`src/rtl/alu_rr_arbiter_pkg.sv`:
```
// Shared constants for the round-robin ALU arbiter slice.
//   - opcode encodings (OP_ADD..OP_XNOR, OP_ILL)
//   - bit positions inside the 4-bit {NEG,POS,ZERO,OVF} flag word
//   - response-slot FSM state encodings
package alu_rr_arbiter_pkg;

    localparam logic [2:0] OP_ADD  = 3'd0;
    localparam logic [2:0] OP_SUB  = 3'd1;
    localparam logic [2:0] OP_SHF  = 3'd2;
    localparam logic [2:0] OP_AND  = 3'd3;
    localparam logic [2:0] OP_OR   = 3'd4;
    localparam logic [2:0] OP_XOR  = 3'd5;
    localparam logic [2:0] OP_XNOR = 3'd6;
    localparam logic [2:0] OP_ILL  = 3'd7;

    localparam int FLG_NEG  = 3;
    localparam int FLG_POS  = 2;
    localparam int FLG_ZERO = 1;
    localparam int FLG_OVF  = 0;

    localparam logic [0:0] ST_EMPTY = 1'b0;
    localparam logic [0:0] ST_FULL  = 1'b1;

endpackage

```
`src/rtl/alu10_core.sv`:
```
// Purely combinational signed ALU.
// Ports:
//   arg0, arg1 : W-bit two's-complement operands
//   oper       : opcode (see alu_rr_arbiter_pkg)
//   result     : W-bit truncated result
//   flag       : {NEG,POS,ZERO,OVF} derived from the truncated result
//   err        : opcode 7 (illegal); result forced to 0
module alu10_core
    import alu_rr_arbiter_pkg::*;
#(
    parameter int W = 10
) (
    input  logic signed [W-1:0] arg0,
    input  logic signed [W-1:0] arg1,
    input  logic [2:0]          oper,
    output logic signed [W-1:0] result,
    output logic [3:0]          flag,
    output logic                err
);

    localparam logic [W:0] LIM = (W+1)'(W);

    logic [W:0]   bx;
    logic [W:0]   mag;
    logic [W-1:0] shf;
    logic         a_pos, a_neg, b_pos, b_neg, r_neg, r_zero, ovf;

    // Shift distance is |arg1|; one extra bit so -(-2^(W-1)) is representable.
    assign bx  = {arg1[W-1], arg1};
    assign mag = arg1[W-1] ? (~bx + 1'b1) : bx;

    always_comb begin
        shf = '0;
        if (mag < LIM) begin
            if (arg1[W-1]) shf = arg0 >> mag;   // logical: vacated bits are 0
            else           shf = arg0 << mag;
        end
    end

    assign a_neg = arg0[W-1];
    assign b_neg = arg1[W-1];
    assign a_pos = !arg0[W-1] && (arg0 != '0);
    assign b_pos = !arg1[W-1] && (arg1 != '0);

    always_comb begin
        result = '0;
        err    = 1'b0;
        case (oper)
            OP_ADD:  result = arg0 + arg1;
            OP_SUB:  result = arg0 - arg1;
            OP_SHF:  result = shf;
            OP_AND:  result = arg0 & arg1;
            OP_OR:   result = arg0 | arg1;
            OP_XOR:  result = arg0 ^ arg1;
            OP_XNOR: result = ~(arg0 ^ arg1);
            default: err    = 1'b1;
        endcase
    end

    assign r_neg  = result[W-1];
    assign r_zero = (result == '0);

    always_comb begin
        ovf = 1'b0;
        case (oper)
            OP_ADD:  ovf = (a_pos && b_pos && r_neg) ||
                           (a_neg && b_neg && !r_neg && !r_zero);
            OP_SUB:  ovf = (a_pos && b_neg && r_neg) ||
                           (a_neg && b_pos && !r_neg && !r_zero);
            default: ovf = 1'b0;
        endcase
    end

    always_comb begin
        flag           = '0;
        flag[FLG_NEG]  = r_neg;
        flag[FLG_POS]  = !r_neg && !r_zero;
        flag[FLG_ZERO] = r_zero;
        flag[FLG_OVF]  = ovf;
    end

endmodule

```
`src/rtl/alu_rr_arbiter.sv`:
```
// Two-requester round-robin front end for one shared signed ALU.
// An accepted operation is computed in its accept cycle and captured in a
// single-entry response register; the slot can drain and refill in one cycle.
// Ports:
//   i_clk, i_rst                      : clock, async active-high reset
//   i_reqN_valid/arg0/arg1/oper       : requester N operation (N = 0,1)
//   o_reqN_ready                      : requester N accepted this cycle
//   o_rsp_valid/id/result/flag/err    : held response, source id, status
//   i_rsp_ready                       : consumer takes the response
//   o_cnt0, o_cnt1                    : responses delivered per requester
module alu_rr_arbiter
    import alu_rr_arbiter_pkg::*;
#(
    parameter int W     = 10,
    parameter int CNT_W = 16
) (
    input  logic             i_clk,
    input  logic             i_rst,
    input  logic             i_req0_valid,
    input  logic [W-1:0]     i_req0_arg0,
    input  logic [W-1:0]     i_req0_arg1,
    input  logic [2:0]       i_req0_oper,
    output logic             o_req0_ready,
    input  logic             i_req1_valid,
    input  logic [W-1:0]     i_req1_arg0,
    input  logic [W-1:0]     i_req1_arg1,
    input  logic [2:0]       i_req1_oper,
    output logic             o_req1_ready,
    output logic             o_rsp_valid,
    output logic             o_rsp_id,
    output logic [W-1:0]     o_rsp_result,
    output logic [3:0]       o_rsp_flag,
    output logic             o_rsp_err,
    input  logic             i_rsp_ready,
    output logic [CNT_W-1:0] o_cnt0,
    output logic [CNT_W-1:0] o_cnt1
);

    logic [1:0]          valid;
    logic [1:0][W-1:0]   a0, a1;
    logic [1:0][2:0]     op;
    logic [1:0]          ready;
    logic [0:0]          state;
    logic                last;
    logic                gid;
    logic                free;
    logic                accept;
    logic                deliver;
    logic [W-1:0]        alu_res;
    logic [3:0]          alu_flag;
    logic                alu_err;
    logic [CNT_W-1:0]    cnt [2];

    assign valid = {i_req1_valid, i_req0_valid};
    assign a0    = {i_req1_arg0, i_req0_arg0};
    assign a1    = {i_req1_arg1, i_req0_arg1};
    assign op    = {i_req1_oper, i_req0_oper};

    assign o_rsp_valid = (state == ST_FULL);
    assign free        = (state == ST_EMPTY) || i_rsp_ready;
    assign deliver     = o_rsp_valid && i_rsp_ready;

    // Contention goes to whoever was not served last; otherwise the lone requester.
    assign gid    = (valid == 2'b11) ? ~last : valid[1];
    assign accept = free && (valid != 2'b00);

    always_comb begin
        ready      = '0;
        ready[gid] = accept;
    end

    assign o_req0_ready = ready[0];
    assign o_req1_ready = ready[1];

    alu10_core #(.W(W)) u_alu (
        .arg0   (a0[gid]),
        .arg1   (a1[gid]),
        .oper   (op[gid]),
        .result (alu_res),
        .flag   (alu_flag),
        .err    (alu_err)
    );

    // Data fields only load on accept, so they hold after the slot drains.
    always_ff @(posedge i_clk or posedge i_rst) begin
        if (i_rst) begin
            state        <= ST_EMPTY;
            last         <= 1'b1;
            o_rsp_id     <= 1'b0;
            o_rsp_result <= '0;
            o_rsp_flag   <= '0;
            o_rsp_err    <= 1'b0;
        end else if (accept) begin
            state        <= ST_FULL;
            last         <= gid;
            o_rsp_id     <= gid;
            o_rsp_result <= alu_res;
            o_rsp_flag   <= alu_flag;
            o_rsp_err    <= alu_err;
        end else if (deliver) begin
            state        <= ST_EMPTY;
        end
    end

    for (genvar g = 0; g < 2; g++) begin : g_cnt
        always_ff @(posedge i_clk or posedge i_rst) begin
            if (i_rst)
                cnt[g] <= '0;
            else if (deliver && (o_rsp_id == 1'(g)))
                cnt[g] <= cnt[g] + 1'b1;
        end
    end

    assign o_cnt0 = cnt[0];
    assign o_cnt1 = cnt[1];

endmodule

```
`config.mk`:
```
export PLATFORM = sky130hd
export DESIGN_NAME = alu_rr_arbiter
export DESIGN_NICKNAME = d
export VERILOG_FILES = /design/src/rtl/alu_rr_arbiter_pkg.sv /design/src/rtl/alu10_core.sv /design/src/rtl/alu_rr_arbiter.sv
export SDC_FILE = /design/constraint.sdc
export NUM_CORES = 1
export LEC_CHECK = 0
export CAP_MARGIN = 30
export CORE_MARGIN = 2
export CORE_UTILIZATION = 40
export DETAILED_ROUTE_END_ITERATION = 7
export GPL_TIMING_DRIVEN = 0
export PLACE_DENSITY_LB_ADDON = 0.05
export RECOVER_POWER = 25
export SYNTH_ARGS = -nofsm -noshare
export SYNTH_HDL_FRONTEND = slang
export SYNTH_SLANG_ARGS = --single-unit
```
`constraint.sdc`:
```
create_clock -name i_clk -period 10.6 [get_ports i_clk]
set_input_delay 2.12 -clock i_clk [delete_from_list [all_inputs] [get_ports i_clk]]
set_output_delay 2.12 -clock i_clk [all_outputs]
set_load 0.005 [all_outputs]
```
==> summary.txt, run 1 <==
Outcome
  – Result of the run: complete, but fails checks
  – Violated checks: max-capacitance violations, max-slew violations

Placed design
  – Number of cells in the design after placement: 950
  – Number of I/O port buffers: 98
  – Detailed-placement wirelength estimate: 16.1 mm
  – Routability Congestion: between 0.9 and 1
  – Worst slack, placed: around 3.2 ns

Timing
  – Share of the cycle needed by the critical path after routing: 0.681
  – Hold Slack: 0.473 ns
  – Unrepaired setup endpoints after global routing: no
  – Total negative setup slack: 0 ns
  – Slew at the pin closest to its max-slew limit: around 1.6 ns
  – Highest achievable clock rate: roughly 0.14 GHz
  – Final hold violation count: 0
  – Shortest clock period the worst path allows after layout: ~7.2 ns
  – Clock skew after layout: roughly 0.006 ns
  – Final setup violating endpoints: 0
  – Number of max-slew violations in the final report: 31
  – Setup slack after layout: 3.38 ns
  – Relative slew slack: -0.0791

Critical path
  – Cells along the critical path: clkdlybuf4s50_1, a21bo_1, buf_6, buf_6, buf_12, mux2_2, nor2_1, nand2_1, nand3_1, xnor2_1, ha_1, nor2b_1, o21ai_0, a21boi_0, o21a_1, o211ai_1, a211o_1, nand3_1, nor4_1, nand4b_1, a41o_1
  – Worst setup EP type: flip-flop
  – Arrival time reported for the critical path endpoint: 7.40 ns
  – Req. time, crit path: approximately 11 ns
  – Buf+Inv Stages, Crit Path: 4
  – Crit path max-delay cell type: sky130_fd_sc_hd__clkdlybuf4s50_1
  – CP startpoint kind: input port
  – Top Family by Delay on Critical Path: simple AND/OR/NAND/NOR gates
  – Critical path type: input port to flip-flop
  – Critical Path Max Stage Delay: between 0.5 and 0.6 ns
  – Highest fanout seen on the critical path: 10

Final layout
  – Final instance count without filler cells: about 960
  – # fillers: around 1,400
  – Area of the multi-input gates: 4030 sq um
  – Share of final-layout standard cells stronger than drive strength 1: 0.108
  – Post-layout nets: roughly 860
  – Post-synthesis to final-layout area growth: 24.5%
  – Sequential cell area: 1230 sq um
  – Final antenna diode count: 0

Logic synthesis
  – Sequential fraction of the synthesis area: 0.220
  – Yosys warnings: 0
  – Fraction of registers with async set/reset: 1.00
  – Per-instance average area after synthesis: between 8 and 9 sq um
  – Largest area contributor in the netlist: sky130_fd_sc_hd__dfrtp_1
  – Top-count cell post-synth: sky130_fd_sc_hd__nand2_1
  – Synth Cell Area: around 5600 sq um
  – Post-synthesis cell count: about 670
  – Share of the synthesized area in the top cell type: 0.215
  – Count of flip-flops with a built-in enable after synthesis: 0
  – Number of distinct library cell variants in the gate-level netlist after synthesis: 83
  – Total nets after synthesis: ~750
  – Top FF cell, synth: sky130_fd_sc_hd__dfrtp_1
  – Top post-synthesis cells by count: sky130_fd_sc_hd__nand2_1, sky130_fd_sc_hd__dfrtp_1, sky130_fd_sc_hd__nor2_1
  – Seq cells post-synth: a little under 50
  – Top area cells in the synthesized netlist: sky130_fd_sc_hd__dfrtp_1, sky130_fd_sc_hd__ha_1, sky130_fd_sc_hd__mux2i_1

Pwr
  – Leak: roughly 2.9 nW
  – Pwr Density: between 100 and 150 nW/um^2
  – Peak supply drop: ~0.076 mV

CTS
  – Clock Path Buffers: 2
  – CTS tree: done
  – CTS clk-pin slew, worst paths: about 0.06 ns
  – Clock buffer count from CTS: 5
  – Cts-stage hold buffer count: 0
  – Resized Gates After CTS: 0
  – Buffer type at the clock tree root: sky130_fd_sc_hd__clkbuf_16
  – Max H-tree Level: 2
  – Post-CTS Setup Inserts: 0
  – Clock Sinks: approximately 50
  – Source-to-sink clock delay at the later pin of the worst-skew pair: around 0.29 ns

Floorplan
  – Initial cell density of the core: 0.406
  – DIE WIDTH: ~120 um
  – I/O pin count: around 100
  – Die height: 122 um
  – Die ar.: around 15,000 sq um
  – Core footprint: ~14,000 sq um
  – Number of rows created at floorplan: 43

Detailed routing
  – Routed WL: approximately 20 mm
  – Via/cell ratio: roughly 6.1
  – Detailed Routing Iterations Pass 1: 5
  – Post-route DRC violation count: 0
  – Detailed Route Iter0 Violations: 512
  – Antenna-violating nets left: 0
  – Wirelength per Cell: 20.7 um
  – Via count: ~5,800

GRT
  – Via count of the first global-routing pass: about 5,500
  – Antenna violations before repair: 0
  – Wire length of the first global-routing pass: around 30 mm
  – Overall fraction of global-route tracks in use: 0.267
  – Congestion Overflow GR: 0
  – Largest net degree at the start of global routing: 31

Run
  – Max-cap violations: 1

Worst hold path
  – Hold/Removal Path Class: flip-flop to flip-flop
-- metal layers --
| metal | GRT usage | routed length (um) | vias up |
|---|---|---|---|
| met5 | 0 | 0 | - |
| met4 | 0.134 | 986 | 0 |
| met3 | 0.0318 | 1560 | 44 |
| met2 | 0.439 | 9010 | 299 |
| met1 | 0.346 | 8280 | 2789 |
| li1 | - | - | 2717 |
-- cell type report --
class	instances	area share
clock inverters	2	0.00504
clock buffers	5	0.0180
repair buffers	99	0.142
flip-flops and latches	49	0.176
multi-input cells	557	0.580
inverters	27	0.0146
plain buffers	38	0.0324
well taps	180	0.0324
-- where the power goes --
part	total (mW)	internal [mW]	switching (mW)
Clock	0.174	0.109	0.0646
Sequential	0.257	0.222	0.0356
Combinational	0.458	0.213	0.244
Total	0.889	0.545	0.345
-- cell usage in the layout, fill, tap and decap left out, types with 24 or more instances in the layout --
cell type	instances
sky130_fd_sc_hd__a21oi_1	38
sky130_fd_sc_hd__mux2_2	26
sky130_fd_sc_hd__xnor2_1	36
sky130_fd_sc_hd__o21ai_0	34
sky130_fd_sc_hd__nand3_1	35
sky130_fd_sc_hd__mux2i_1	35
sky130_fd_sc_hd__nor2_1	45
sky130_fd_sc_hd__clkdlybuf4s50_1	97
sky130_fd_sc_hd__inv_1	24
sky130_fd_sc_hd__nand2_1	63
sky130_fd_sc_hd__dfrtp_1	48
sky130_fd_sc_hd__ha_1	28
-- registers in the layout, summed over array words and instances, names as in the netlist --
| register | count |
|---|---|
| o_rsp_result | 10 |
| o_rsp_err | 1 |
| o_rsp_valid | 1 |
| o_rsp_id | 1 |
| last | 1 |
| o_rsp_flag | 3 |
| o_cnt1 | 16 |
| o_cnt0 | 16 |
-- path summary, 6_finish.rpt --
path / startpoint / to / slack, ns / cells past startpoint
setup / recovery: i_req0_valid / o_rsp_flag[0] / 3.38 / 21
hold / removal: o_cnt1[15] / o_cnt1[15] / 0.47 / 1
setup reg to reg: last / o_rsp_flag[0] / 5.25 / 20
hold reg to reg: o_cnt1[15] / o_cnt1[15] / 0.47 / 1
max in group asynchronous: i_rst / o_cnt0[3] / 6.26 / 3
min in group asynchronous: i_rst / o_cnt1[0] / 2.39 / 2
-- metrics by stage --
step | power (mW) | area, sq um | util
2_1_floorplan | 0.521 | 5590 | -
3_3_place_gp | 0.708 | 6790 | 0.493
5_1_grt | 0.946 | 6960 | 0.505
4_1_cts | 0.891 | 6970 | 0.506
6_report | 0.889 | 6960 | 0.505
3_5_place_dp | 0.714 | 6810 | 0.495
-- cells by family (layout without fill, tap and decap cells) --
family	count (synthesis)	in the layout	synth area share
mux	71	71	0.151
compound gates	174	174	0.217
flops	49	49	0.220
xor+xnor	50	50	0.0818
buf+inv	65	171	0.0585
simple gates	233	233	0.206
fa+ha+maj	29	29	0.0663
Power figures use the tool's default switching activity.
==> run 2, diff against run 1 <==
==> constraint.sdc (replaced) <==
create_clock -name i_clk -period 6.4 [get_ports i_clk]
set_input_delay 1.28 -clock i_clk [delete_from_list [all_inputs] [get_ports i_clk]]
set_output_delay 1.28 -clock i_clk [all_outputs]
set_load 0.005 [all_outputs]
==> run 2 against run 1 <==
Net effect: the run still ends with max-capacitance violations, max-slew violations left; clock skew hardly changed; via count fell by 1.7%; register-to-register slack worse by 3.8 ns; worst hold slack is essentially flat.
==> summary.txt, run 2 (synthesized netlist as in run 1, its figures left out) <==
GRT
  – Largest net degree at the start of global routing: 31 (unchanged)
  – Congestion Overflow GR: 0 (unchanged)
  – Overall fraction of global-route tracks in use: 0.267 (unchanged)
  – Via count of the first global-routing pass: 5,501 (unchanged)
  – Antenna violations before repair: 0 (unchanged)
  – Wire length of the first global-routing pass: 30.6 mm (unchanged)

Pwr
  – Leak: 2.86 nW (-0.17%)
  – Fraction of power consumed by the clock network: 0.195 (about the same)
  – Peak supply drop: 0.126 mV (+66%)
  – Pwr Density: 211 nW/um^2 (+65%)
  – Switching Fraction: 0.387 (about the same)
  – Design internal power: 904 uW (+66%)
  – Part of the total power dissipated in sequential elements: 0.289 (about the same)
  – Final total power: 1.47 mW (+66%)
  – Fraction of power consumed by combinational cells: 0.516 (about the same)
  – Psw: 571 uW (+66%)

Timing
  – Highest achievable clock rate: about 0.17 GHz
  – Relative slew slack: -0.0777 (+0.00145)
  – Total negative setup slack: 0 ns (unchanged)
  – Final hold violation count: 0 (unchanged)
  – Number of max-slew violations in the final report: 31 (unchanged)
  – Clock skew after layout: 0.00640 ns (+0.000374 ns)
  – Hold Slack: 0.473 ns (-0.0000360 ns)
  – Shortest clock period the worst path allows after layout: 6.02 ns
  – Final setup violating endpoints: 0 (unchanged)
  – Unrepaired setup endpoints after global routing: no
  – Slew at the pin closest to its max-slew limit: 1.62 ns (-0.00218 ns)
  – Share of the cycle needed by the critical path after routing: 0.941
  – Setup slack after layout: 0.377 ns (-3.00 ns)

Detailed routing
  – Routed WL: 19.8 mm (-0.26%)
  – Antenna-violating nets left: 0 (unchanged)
  – Top Metal Used: met4
  – Met2 layer wire length in the routed design: 8.98 mm (-0.38%)
  – WL met1: 8.54 mm (+3.2%)
  – Post-route DRC violation count: 0 (unchanged)
  – Detailed-routed wire length on met3: 1.28 mm (-18%)
  – Detailed Routing Iterations Pass 1: 5 (unchanged)
  – Wirelength per Cell: 20.7 um (about the same)
  – Via count: 5,747 (-1.7%)
  – Via/cell ratio: 6.02 (-1.5%)
  – Detailed Route Iter0 Violations: 503 (-1.8%)

Final layout
  – Post-layout nets: 855 (-0.23%)
  – Post-synthesis to final-layout area growth: 24.9%
  – Leading cell types in the layout, fill and taps excluded: sky130_fd_sc_hd__clkdlybuf4s50_1, sky130_fd_sc_hd__nand2_1, sky130_fd_sc_hd__dfrtp_1
  – Final standard cell utilization of the core: 0.506 (+0.00136)
  – Final antenna diode count: 0 (unchanged)
  – Final Cell Area: 6970 sq um (+0.27%)
  – Commonest non-fill, non-tap cell in the layout: sky130_fd_sc_hd__clkdlybuf4s50_1
  – Final instance count without filler cells: 955 (-0.21%)
  – Share of final-layout standard cells stronger than drive strength 1: 0.114 (+0.00544)

Critical path
  – Top Family by Delay on Critical Path: buffers and inverters
  – Arrival time reported for the critical path endpoint: 6.20 ns (-1.20 ns)
  – Req. time, crit path: 6.58 ns (-4.20 ns)
  – CP startpoint kind: input port
  – Worst setup startpoint: i_req0_valid
  – Crit path max-delay cell type: sky130_fd_sc_hd__clkdlybuf4s50_1
  – Crit. path cell count: 22 (+4.8%)
  – Highest fanout seen on the critical path: 10 (unchanged)
  – Cells along the critical path: clkdlybuf4s50_1, a21bo_1, buf_6, buf_6, buf_12, buf_6, buf_6, buf_2, nand2_1, nand3_1, xnor2_1, ha_1, nor2b_1, o21ai_0, a21boi_0, o21a_1, o211ai_1, a211o_1, nand3_1, nor4_1, nand4b_1, a41o_1
  – Destination of the worst register-to-register timing path: o_rsp_flag[0]
  – Buf+Inv Stages, Crit Path: 7 (+3)
  – Most repeated library cell on the critical path: sky130_fd_sc_hd__buf_6
  – Beginning of the worst register-to-register path: last
  – Worst setup path endpoint: o_rsp_flag[0]
  – Worst setup EP type: flip-flop
  – Register-to-register path setup slack: 1.41 ns (-3.84 ns)
  – Depth of the worst register-to-register path: 21 (+5.0%)
  – Critical Path Max Stage Delay: 0.55 ns (about the same)
  – Critical path type: input port to flip-flop

CTS
  – CTS tree: done
  – Clock Sinks: 49 (unchanged)
  – Buffer type at the clock tree root: sky130_fd_sc_hd__clkbuf_16
  – Cts-stage hold buffer count: 0 (unchanged)
  – CTS clk-pin slew, worst paths: 0.06 ns (about the same)
  – Resized Gates After CTS: 0 (unchanged)
  – Post-CTS Setup Inserts: 0 (unchanged)
  – Max H-tree Level: 2 (unchanged)
  – Clock Path Buffers: 2 (unchanged)
  – Clock buffer count from CTS: 5 (unchanged)
  – Source-to-sink clock delay at the later pin of the worst-skew pair: 0.29 ns (about the same)

Worst hold path
  – Hold/Removal Path Class: flip-flop to flip-flop

Placed design
  – Post-place instance area: 6810 sq um (unchanged)
  – Number of I/O port buffers: 98 (unchanged)
  – Number of cells in the design after placement: 950 (unchanged)
  – Routability Congestion: 0.947 (unchanged)
  – Detailed-placement wirelength estimate: 16.1 mm (unchanged)
  – Worst slack, placed: -0.156 ns (-3.36 ns)

Floorplan
  – Number of rows created at floorplan: 43 (unchanged)
  – Die ar.: 14,900 sq um (unchanged)
  – DIE WIDTH: 122 um (unchanged)
  – Die height: 122 um (unchanged)
  – I/O pin count: 102 (unchanged)
  – Core footprint: 13,800 sq um (unchanged)
  – Initial cell density of the core: 0.406 (unchanged)

Outcome
  – Result of the run: complete, but fails checks
  – Violated checks: max-capacitance violations, max-slew violations

Run
  – Max-cap violations: 1 (unchanged)
[run 2: changes by cell type in the layout (fill, tap and decap cells not counted)]
cell	delta
sky130_fd_sc_hd__nand2_1	-1
sky130_fd_sc_hd__mux2i_1	-2
sky130_fd_sc_hd__mux2i_2	+1
sky130_fd_sc_hd__nand2_2	+1
sky130_fd_sc_hd__nor2_1	-1
sky130_fd_sc_hd__mux2i_4	+1
sky130_fd_sc_hd__nor2_4	+1
sky130_fd_sc_hd__clkbuf_1	-1
sky130_fd_sc_hd__buf_1	-1
[run 2: how the worst min path moves through the flow]
stage | from | endpoint | cells after the start
final | o_cnt1[15] | o_cnt1[15] | 1
after global routing | o_cnt1[15] | o_cnt1[15] | 1
after CTS | o_cnt1[15] | o_cnt1[15] | 1
after detailed placement | o_cnt0[15] | o_cnt0[15] | 1
after global placement | o_cnt0[15] | o_cnt0[15] | 1
after floorplan | o_cnt0[15] | o_cnt0[15] | 1
[run 2: layout make-up]
| cell class | instances | area, sq um |
|---|---|---|
| Sequential cell | 49 | 1230 |
| Timing Repair Buffer | 99 | 985 |
| Clock buffer | 5 | 125 |
| Inverter | 27 | 101 |
| Clock inverter | 2 | 35.0 |
| Fill cell | 1350 | 6800 |
| Multi-Input combinational cell | 557 | 4060 |
| Tap cell | 180 | 225 |
| Buffer | 36 | 218 |
[run 2: power by group through the flow]
stage,registers (mW),logic (mW),clock network (mW)
3_5_place_dp,0.432,0.750,0
2_1_floorplan,0.425,0.438,0
4_1_cts,0.427,0.753,0.296
3_3_place_gp,0.427,0.747,0
5_1_grt,0.436,0.828,0.305
6_report,0.426,0.760,0.288
[run 2: per-layer routing]
metal  vias up  GRT usage
met2       246      0.439
met1      2740      0.346
met3        50     0.0318
met4         0      0.134
li1       2711          -
met5         -          0
==> run 3, diff against run 2 <==
==> constraint.sdc (replaced) <==
create_clock -name i_clk -period 6.4 [get_ports i_clk]
set_input_delay 1.92 -clock i_clk [delete_from_list [all_inputs] [get_ports i_clk]]
set_output_delay 1.92 -clock i_clk [all_outputs]
set_load 0.005 [all_outputs]
==> run 3 against run 2 <==
Net effect: the flow still finishes with violations (max-capacitance violations, max-slew violations); critical path type unchanged; clock skew about the same; count of clock-buffer cells in the layout unchanged; core utilization up 0.59 points; sequential share of layout area down 0.20 points; final cell count up 0.31%; worst setup slack worse by 0.18 ns; non-clock buffer count up 3; highest routed layer unchanged; critical path depth down 5; via count up 1.9%.
==> summary.txt, run 3 (synthesized netlist as in run 1, its figures left out) <==
Floorplan
  – I/O pin count: 102 (unchanged)
  – DIE WIDTH: 122 um (unchanged)
  – Initial cell density of the core: 0.406 (unchanged)
  – Die height: 122 um (unchanged)
  – Number of rows created at floorplan: 43 (unchanged)
  – Core footprint: 13,800 sq um (unchanged)
  – Die ar.: 14,900 sq um (unchanged)

CTS
  – Clock buffer count from CTS: 5 (unchanged)
  – Buffer type at the clock tree root: sky130_fd_sc_hd__clkbuf_16
  – CTS tree: done
  – Source-to-sink clock delay at the later pin of the worst-skew pair: 0.29 ns (about the same)
  – CTS clk-pin slew, worst paths: 0.06 ns (about the same)
  – Max H-tree Level: 2 (unchanged)
  – Clock Path Buffers: 2 (unchanged)
  – Clock Sinks: 49 (unchanged)
  – Cts-stage hold buffer count: 0 (unchanged)

Run
  – Max-cap violations: 1 (unchanged)

Outcome
  – Result of the run: complete, but fails checks
  – Violated checks: max-capacitance violations, max-slew violations

Critical path
  – Crit path max-delay cell type: sky130_fd_sc_hd__mux2i_1
  – Critical path type: input port to flip-flop
  – Req. time, crit path: 6.58 ns (about the same)
  – Critical Path Max Stage Delay: 0.70 ns (+0.15 ns)
  – Highest fanout seen on the critical path: 10 (unchanged)
  – Arrival time reported for the critical path endpoint: 6.38 ns (+0.18 ns)
  – CP startpoint kind: input port
  – Worst setup EP type: flip-flop
  – Top Family by Delay on Critical Path: compound AO/OA/AOI/OAI gates
  – Cells along the critical path: clkdlybuf4s50_1, a21boi_1, buf_4, mux2i_1, nor2_1, xnor2_2, inv_1, ha_1, nand2_1, o211ai_1, a211o_1, nand3_1, a41o_1, o21ai_1, nand2_1, nand4b_1, a41o_1
  – Buf+Inv Stages, Crit Path: 3 (-4)

Timing
  – Unrepaired setup endpoints after global routing: no
  – Number of max-slew violations in the final report: 31 (unchanged)
  – Highest achievable clock rate: 0.161 GHz (-2.9%)
  – Shortest clock period the worst path allows after layout: 6.20 ns (+0.180 ns)
  – Final hold violation count: 0 (unchanged)
  – Share of the cycle needed by the critical path after routing: 0.969 (+0.0282)
  – Clock skew after layout: 0.00635 ns (-0.0000434 ns)
  – Slew at the pin closest to its max-slew limit: 1.62 ns (+0.00721 ns)
  – Setup slack after layout: 0.196 ns (-0.180 ns)
  – Final setup violating endpoints: 0 (unchanged)
  – Total negative setup slack: 0 ns (unchanged)
  – Hold Slack: 0.473 ns (+0.0000340 ns)
  – Relative slew slack: -0.0825 (-0.00481)

GRT
  – Via count of the first global-routing pass: 5,514 (+0.24%)
  – Congestion Overflow GR: 0 (unchanged)
  – Largest net degree at the start of global routing: 31 (unchanged)
  – Antenna violations before repair: 0 (unchanged)
  – Wire length of the first global-routing pass: 30.4 mm (-0.47%)
  – Overall fraction of global-route tracks in use: 0.266 (-0.00133)

Placed design
  – Routability Congestion: 0.947 (unchanged)
  – Number of I/O port buffers: 98 (unchanged)
  – Detailed-placement wirelength estimate: 16.1 mm (unchanged)
  – Worst slack, placed: -0.796 ns (-0.640 ns)

Final layout
  – Final antenna diode count: 0 (unchanged)
  – Commonest non-fill, non-tap cell in the layout: sky130_fd_sc_hd__clkdlybuf4s50_1
  – Post-layout nets: 858 (+0.35%)
  – Sequential cell area: 1230 sq um (unchanged)
  – Leading cell types in the layout, fill and taps excluded: sky130_fd_sc_hd__clkdlybuf4s50_1, sky130_fd_sc_hd__nand2_1, sky130_fd_sc_hd__dfrtp_1
  – Post-synthesis to final-layout area growth: 26.3%
  – # fillers: 1,345 (-0.37%)
  – Area of the multi-input gates: 4120 sq um (+1.4%)
  – Share of final-layout standard cells stronger than drive strength 1: 0.130 (+0.0163)

Detailed routing
  – Detailed Routing Iterations Pass 1: 5 (unchanged)
  – Routed WL: 19.8 mm (about the same)
  – Detailed Route Iter0 Violations: 456 (-9.3%)
  – Wirelength per Cell: 20.7 um (-0.34%)
  – Via/cell ratio: 6.11 (+1.6%)
  – Post-route DRC violation count: 0 (unchanged)
  – Via count: 5,858 (+1.9%)
  – Antenna-violating nets left: 0 (unchanged)

Pwr
  – Pwr Density: 212 nW/um^2 (about the same)
  – Peak supply drop: 0.126 mV (-0.40%)
  – Leak: 2.89 nW (+1.3%)

Worst hold path
  – Hold/Removal Path Class: flip-flop to flip-flop
[run 3: layer usage]
metal,vias to the layer above,share of wire,GRT usage
li1,2717,-,-
met1,2809,0.42,0.342
met2,282,0.45,0.438
met3,50,0.074,0.0328
met4,0,0.054,0.133
met5,-,0,0
[run 3: cell type report]
cell class | count | area share
Clock inverter | 2 | 0.00497
Tap cell | 180 | 0.0319
Clock buffer | 5 | 0.0177
Multi-Input combinational cell | 557 | 0.583
Sequential cell | 49 | 0.174
Inverter | 27 | 0.0144
Timing Repair Buffer | 104 | 0.145
Buffer | 34 | 0.0289
[run 3: power by group]
part	switching (mW)	internal (mW)
combinational	0.414	0.364
sequential	0.0589	0.367
clock	0.107	0.181
[run 3: per-stage QoR]
step | instances | instance area, sq um | utilization | total power, mW
2_1_floorplan | 671 | 5590 | - | 0.864
6_report | 958 | 7060 | 0.512 | 1.49
3_3_place_gp | 949 | 6790 | 0.493 | 1.17
4_1_cts | 956 | 7010 | 0.509 | 1.48
5_1_grt | 958 | 7060 | 0.512 | 1.58
3_5_place_dp | 950 | 6810 | 0.495 | 1.18
[run 3: worst paths after layout]
check | from | to | slack [ns] | depth (start not counted)
min in group asynchronous | i_rst | o_cnt1[0] | 2.19 | 2
min | o_cnt1[15] | o_cnt1[15] | 0.47 | 1
max reg2reg | last | o_rsp_flag[0] | 2.00 | 16
max | i_req1_valid | o_rsp_flag[0] | 0.20 | 17
min reg2reg | o_cnt1[15] | o_cnt1[15] | 0.47 | 1
max in group asynchronous | i_rst | o_cnt0[3] | 2.26 | 3
[run 3: what timing repair did]
item	4_1_cts	5_1_grt
buffers inserted	2	3
endpoints found under the setup margin	7	3
endpoints found under the hold margin	0	0
pin swaps	1	2
resized for setup	9	13
==> patch 1: new RTL, settings of run 3 <==
`W` is set to 10 in 2 places; all go to 9.
--- a/src/rtl/alu10_core.sv
+++ b/src/rtl/alu10_core.sv
@@ -8,7 +8,7 @@
 module alu10_core
     import alu_rr_arbiter_pkg::*;
 #(
-    parameter int W = 10
+    parameter int W = 9
 ) (
     input  logic signed [W-1:0] arg0,
     input  logic signed [W-1:0] arg1,
--- a/src/rtl/alu_rr_arbiter.sv
+++ b/src/rtl/alu_rr_arbiter.sv
@@ -11,7 +11,7 @@
 module alu_rr_arbiter
     import alu_rr_arbiter_pkg::*;
 #(
-    parameter int W     = 10,
+    parameter int W     = 9,
     parameter int CNT_W = 16
 ) (
     input  logic             i_clk,
Ports: changed (5 resized); port bits go from 102 to 97. No check against the original RTL was run, so the function may have changed too.
==> patch 1 against run 3 <==
- the run still ends with max-capacitance violations, max-slew violations left
- setup slack got worse by 0.12 ns
- die area fell by 9.4%
- count of clock-buffer cells in the layout did not move
- largest cell class unchanged
- total power fell by 7.3%
- wire length fell by 10%
- sequential cell count fell by 1
- cell area fell by 7.3%
- area after synthesis fell by 9.7%
==> patch 1: results (changes against run 3) <==
| Metric | Value |
|---|---|
| Hold Crit Endpoint | o_cnt0[15]$_DFFE_PP0P_ |
| Synth cell types | 69 (-17%) |
| Slew Limit Fails | 38 (+23%) |
| Multi-input combinational area share | 57.0% (-1.3 points) |
| Drt total wl | 17.7 mm (-10%) |
| Post-DP HPWL | 14.3 mm (-11%) |
| Clock Skews | 0.00649 ns (+0.000136 ns) |
| Critical path's slowest cell | clkdlybuf4s50_1 |
| Net count after synthesis | 694 (-7.6%) |
| Multi-input gates | 518 (-7.0%) |
| Max-slew headroom | -30.2% (-22 points) |
| Outcome | finished, violations left |
| Share of post-route cells with drive strength above 1 | 9.10% (-3.9 points) |
| FF-to-FF path depth | 18 (+2) |
| Max VDD drop | 0.000165 V (+31%) |
| Via count | 5330 (-9.0%) |
| Gpl congestion | 0.967 (+2.0%) |
| Signal buffers | 127 (-8.0%) |
| Commonest cells post-synth | nand2_1, dfrtp_1, nor2_1 |
| CP top delay family | buffers and inverters |
| Setup bufs post-CTS | 1 (-1) |
| H-tree depth | 2 (unchanged) |
| HP Class | flip-flop to flip-flop |
| Inverters | 24 (-11%) |
| Buffering overhead | 17.3% (-0.062 points) |
| IO Port Bufs | 96 (-2.0%) |
| Largest net degree at the start of global routing | 38 (+23%) |
| Post-cts sizing count | 27 (+18) |
| DR iter-0 viols | 523 (+15%) |
| Failing checks | max-capacitance violations, max-slew violations |
| Hold slack | 0.474 ns (+0.00179 ns) |
| Avg Inst Size Synth | 8.13 um2 (-2.3%) |
| Maxcap violations | 1 (unchanged) |
| Seq/total area | 18.4% (+0.99 points) |
| Clock-cell share | 2.62% (+0.35 points) |
| Max incr delay on CP | 0.56 ns (-0.14 ns) |
| Synth area leaders | dfrtp_1, mux2i_1, ha_1, xnor2_1, a211oi_1 |
| Yosys reg bits | 48 (-2.0%) |
| Fill count | 1238 (-8.0%) |
| Register area share after synthesis | 23.8% (+1.9 points) |
| Pleak | 2.66 nW (-8.1%) |
| Comb power | 0.673 mW (-13%) |
| R2R Setup Slk | 1.76 ns (-0.24 ns) |
| Internal power | 0.865 mW (-5.2%) |
| Crit path DAT | 6.48 ns (+0.10 ns) |
| Non-filler instance count after layout | 897 (-6.4%) |
| Seq pwr | 0.415 mW (-3%) |
| Overall Global Routing Usage | 26.5% (-0.13 points) |
| Nets | 798 (-7.0%) |
| Number of global-route vias before repair | 5097 (-7.6%) |
[patch 1: through the flow]
step                      setup TNS [ns]  cell area, um2  utilization [%]  worst slack [ns]  total power, mW
after floorplan                        0            5040                -             0.580            0.784
after global placement            -10.06            6220             49.9             -1.31             1.06
after detailed placement          -10.16            6240             50.0             -1.36             1.07
after CTS                              0            6500             52.2            0.0148             1.38
after global routing                   0            6540             52.5            0.0107             1.48
final                                  0            6540             52.5            0.0751             1.38
[patch 1: cells by family (layout without fill, tap and decap cells)]
group                    Yosys count  in the layout  share of synthesized area (%)
AND/OR/NAND/NOR                  215            215                           21.4
AO/OA/AOI/OAI                    173            173                           23.9
multiplexers                      56             56                           11.4
buffers and inverters             54            159                           4.47
flip-flops                        48             48                           23.8
XOR/XNOR                          47             47                           8.16
adder cells (fa/ha/maj)           27             27                           6.85
[patch 1: per-layer routing]
layer	share of wire, %	GRT usage [%]	up-vias
met5	0	0	-
met4	3.2	8.73	0
met3	7.0	3.74	30
met2	47	44.2	214
met1	43	35.2	2547
li1	-	-	2539
==> patch 2: new RTL, config.mk and constraints of run 3 <==
Without the edit above. Put a register stage on the output `o_cnt1`, cleared by the reset. The value now appears one clock later. The other outputs are not delayed to match.
--- a/src/rtl/alu_rr_arbiter.sv
+++ b/src/rtl/alu_rr_arbiter.sv
@@ -112,7 +112,13 @@
     end
 
     assign o_cnt0 = cnt[0];
-    assign o_cnt1 = cnt[1];
+    always_ff @(posedge i_clk or posedge i_rst) begin
+        if (i_rst) begin
+            o_cnt1 <= '0;
+        end else begin
+            o_cnt1 <= cnt[1];
+        end
+    end
 
 endmodule
 
Behaviour: not the same (Yosys sat finds a counterexample within 4 cycles, from zero or initial values and one cycle with i_rst high).
==> patch 2 against run 3 <==
- sequential power up 31%
- die area up 13%
- utilization up 0.37 points
- cell area up 14%
- total power up 30%
- count of clock-buffer cells in the layout up 4
- setup slack worse by 0.044 ns
- wire length up 17%
- via count up 12%
- global-route usage up 0.56 points
- area after synthesis up 13%
- sequential cell count up 16
- critical endpoint is now o_req0_ready
- largest cell class unchanged
==> patch 2: results (changes against run 3) <==
| Metric | Value |
|---|---|
| Outcome | finished, final reports clean |
| CTS Buffer Depth | 2 (unchanged) |
| Psw | 0.677 mW (+17%) |
| Nets | 964 (+12%) |
| Hold path cells | 0 (-1) |
| Commonest cells post-synth | nand2_1, dfrtp_1, a21oi_1 |
| Overall Global Routing Usage | 27.1% (+0.56 points) |
| HP Class | flip-flop to flip-flop |
| Largest net degree at the start of global routing | 38 (+23%) |
| Cts bufs inserted | 9 (+4) |
| Via count | 6573 (+12%) |
| Max-slew headroom | 5.60% (+14 points) |
| Skew-Pair Late Insertion Delay | 0.32 ns (+0.03 ns) |
| GR Layer Usage met1 | 34.9% (+0.66 points) |
| Pleak | 3.36 nW (+16%) |
| Drt total wl | 23.1 mm (+17%) |
| Clock Skews | 0.00605 ns (-0.000303 ns) |
| Net count after synthesis | 849 (+13%) |
| Met3 usage in global routing | 3.73% (+0.45 points) |
| Gpl congestion | 1.06 (+12%) |
| Synth area leaders | dfrtp_1, xnor2_1, ha_1, nand2_1, mux2i_1 |
| Register area share after synthesis | 25.7% (+3.7 points) |
| DR iter-0 viols | 630 (+38%) |
| DR WL/cell | 20.9 um (+1.0%) |
| Synth cell types | 77 (-7.2%) |
| Crit path DAT | 4.33 ns (-2.05 ns) |
| Placed cells | 1085 (+14%) |
| Fill count | 1534 (+14%) |
| FF-to-FF path depth | 18 (+2) |
| Max VDD drop | 0.000154 V (+23%) |
| H-tree depth | 3 (+1) |
| Wire length on met1 | 9.53 mm (+15%) |
| Met2 wire len | 10.6 mm (+19%) |
| Post-DP HPWL | 18.1 mm (+12%) |
| First-pass GRT wire length | 34.8 mm (+14%) |
| IO Port Bufs | 98 (unchanged) |
| Avg Inst Size Synth | 8.24 um2 (-1.0%) |
| Met2 Usage GRT | 45.1% (+1.3 points) |
| Number of global-route vias before repair | 6172 (+12%) |
| CP Max Fanout | 10 (unchanged) |
| Share of post-route cells with drive strength above 1 | 13.0% (+0.066 points) |
| Met3 Wirelength | 1.77 mm (+22%) |
patch 2: changes by cell type after synthesis, moves of 7 or more:
cell,change
nand2_1,+23
a21oi_1,+16
dfrtp_1,+16
buf_4,+13
mux2_2,-13
nand2b_1,+11
and2_1,+8
clkbuf_1,+7
xnor2_1,+7
patch 2: cell type report:
| class | count | area share [%] |
|---|---|---|
| multi-input combinational | 616 | 53.4 |
| tap | 216 | 3.35 |
| buffer | 57 | 4.35 |
| clock buffer | 9 | 2.79 |
| inverter | 27 | 1.25 |
| clock inverter | 7 | 1.47 |
| sequential | 65 | 20.2 |
| timing repair buffer | 108 | 13.2 |
patch 2: path summary, 6_finish.rpt:
path,startpoint,endpoint,slack [ns]
max,i_rsp_ready,o_req0_ready,0.15
min,cnt[14]$_DFFE_PP0P_,o_cnt1[14]$_DFF_PP0_,0.38
max reg2reg,last$_DFFE_PP1P_,o_rsp_flag[0]$_DFFE_PP0P_,1.89
min reg2reg,cnt[14]$_DFFE_PP0P_,o_cnt1[14]$_DFF_PP0_,0.38
max in group asynchronous,i_rst,last$_DFFE_PP1P_,3.07
min in group asynchronous,i_rst,cnt[14]$_DFFE_PP0P_,2.45
patch 2: what timing repair did:
| item | CTS | global route |
|---|---|---|
| buffers inserted | 3 | 5 |
| setup endpoints to repair | 8 | 2 |
| resized for setup | 14 | 9 |
| pin swaps | 1 | 0 |
patch 2: worst max-delay path: stages:
cell             delay, ns
clkdlybuf4s50_1       0.48
nand2b_1              0.20
o21ai_1               0.32
clkbuf_1              0.42
clkbuf_1              0.40
nor2_1                0.07
clkdlybuf4s50_1       0.51
patch 2: per-stage QoR:
stage                     TNS, ns  worst slack, ns  hold slack (ns)  cell area (um2)
final                           0            0.153            0.379             8080
after global routing      -0.0120          -0.0120            0.393             8080
after CTS                       0           0.0352            0.381             8020
after detailed placement    -6.33            -1.15            0.367             7610
after global placement      -6.53            -1.16            0.361             7590
after floorplan                 0            0.445            0.354             6340
patch 2: power groups by stage:
| stage | clock (mW) | combinational, mW | sequential [mW] |
|---|---|---|---|
| global route | 0.586 | 0.904 | 0.567 |
| CTS | 0.565 | 0.819 | 0.557 |
| finish | 0.554 | 0.835 | 0.556 |
| detailed placement | 0 | 0.807 | 0.564 |
| global placement | 0 | 0.801 | 0.559 |
| floorplan | 0 | 0.476 | 0.553 |
patch 2: cell families (layout without fill, tap and decap cells):
family	count (synthesis)	after routing	synth area share [%]
buffers and inverters	88	208	7.09
XOR/XNOR	59	59	8.27
AO/OA/AOI/OAI	197	197	20.7
adder cells (fa/ha/maj)	29	29	5.85
multiplexers	57	57	11.0
AND/OR/NAND/NOR	274	274	21.4
flip-flops	65	65	25.7
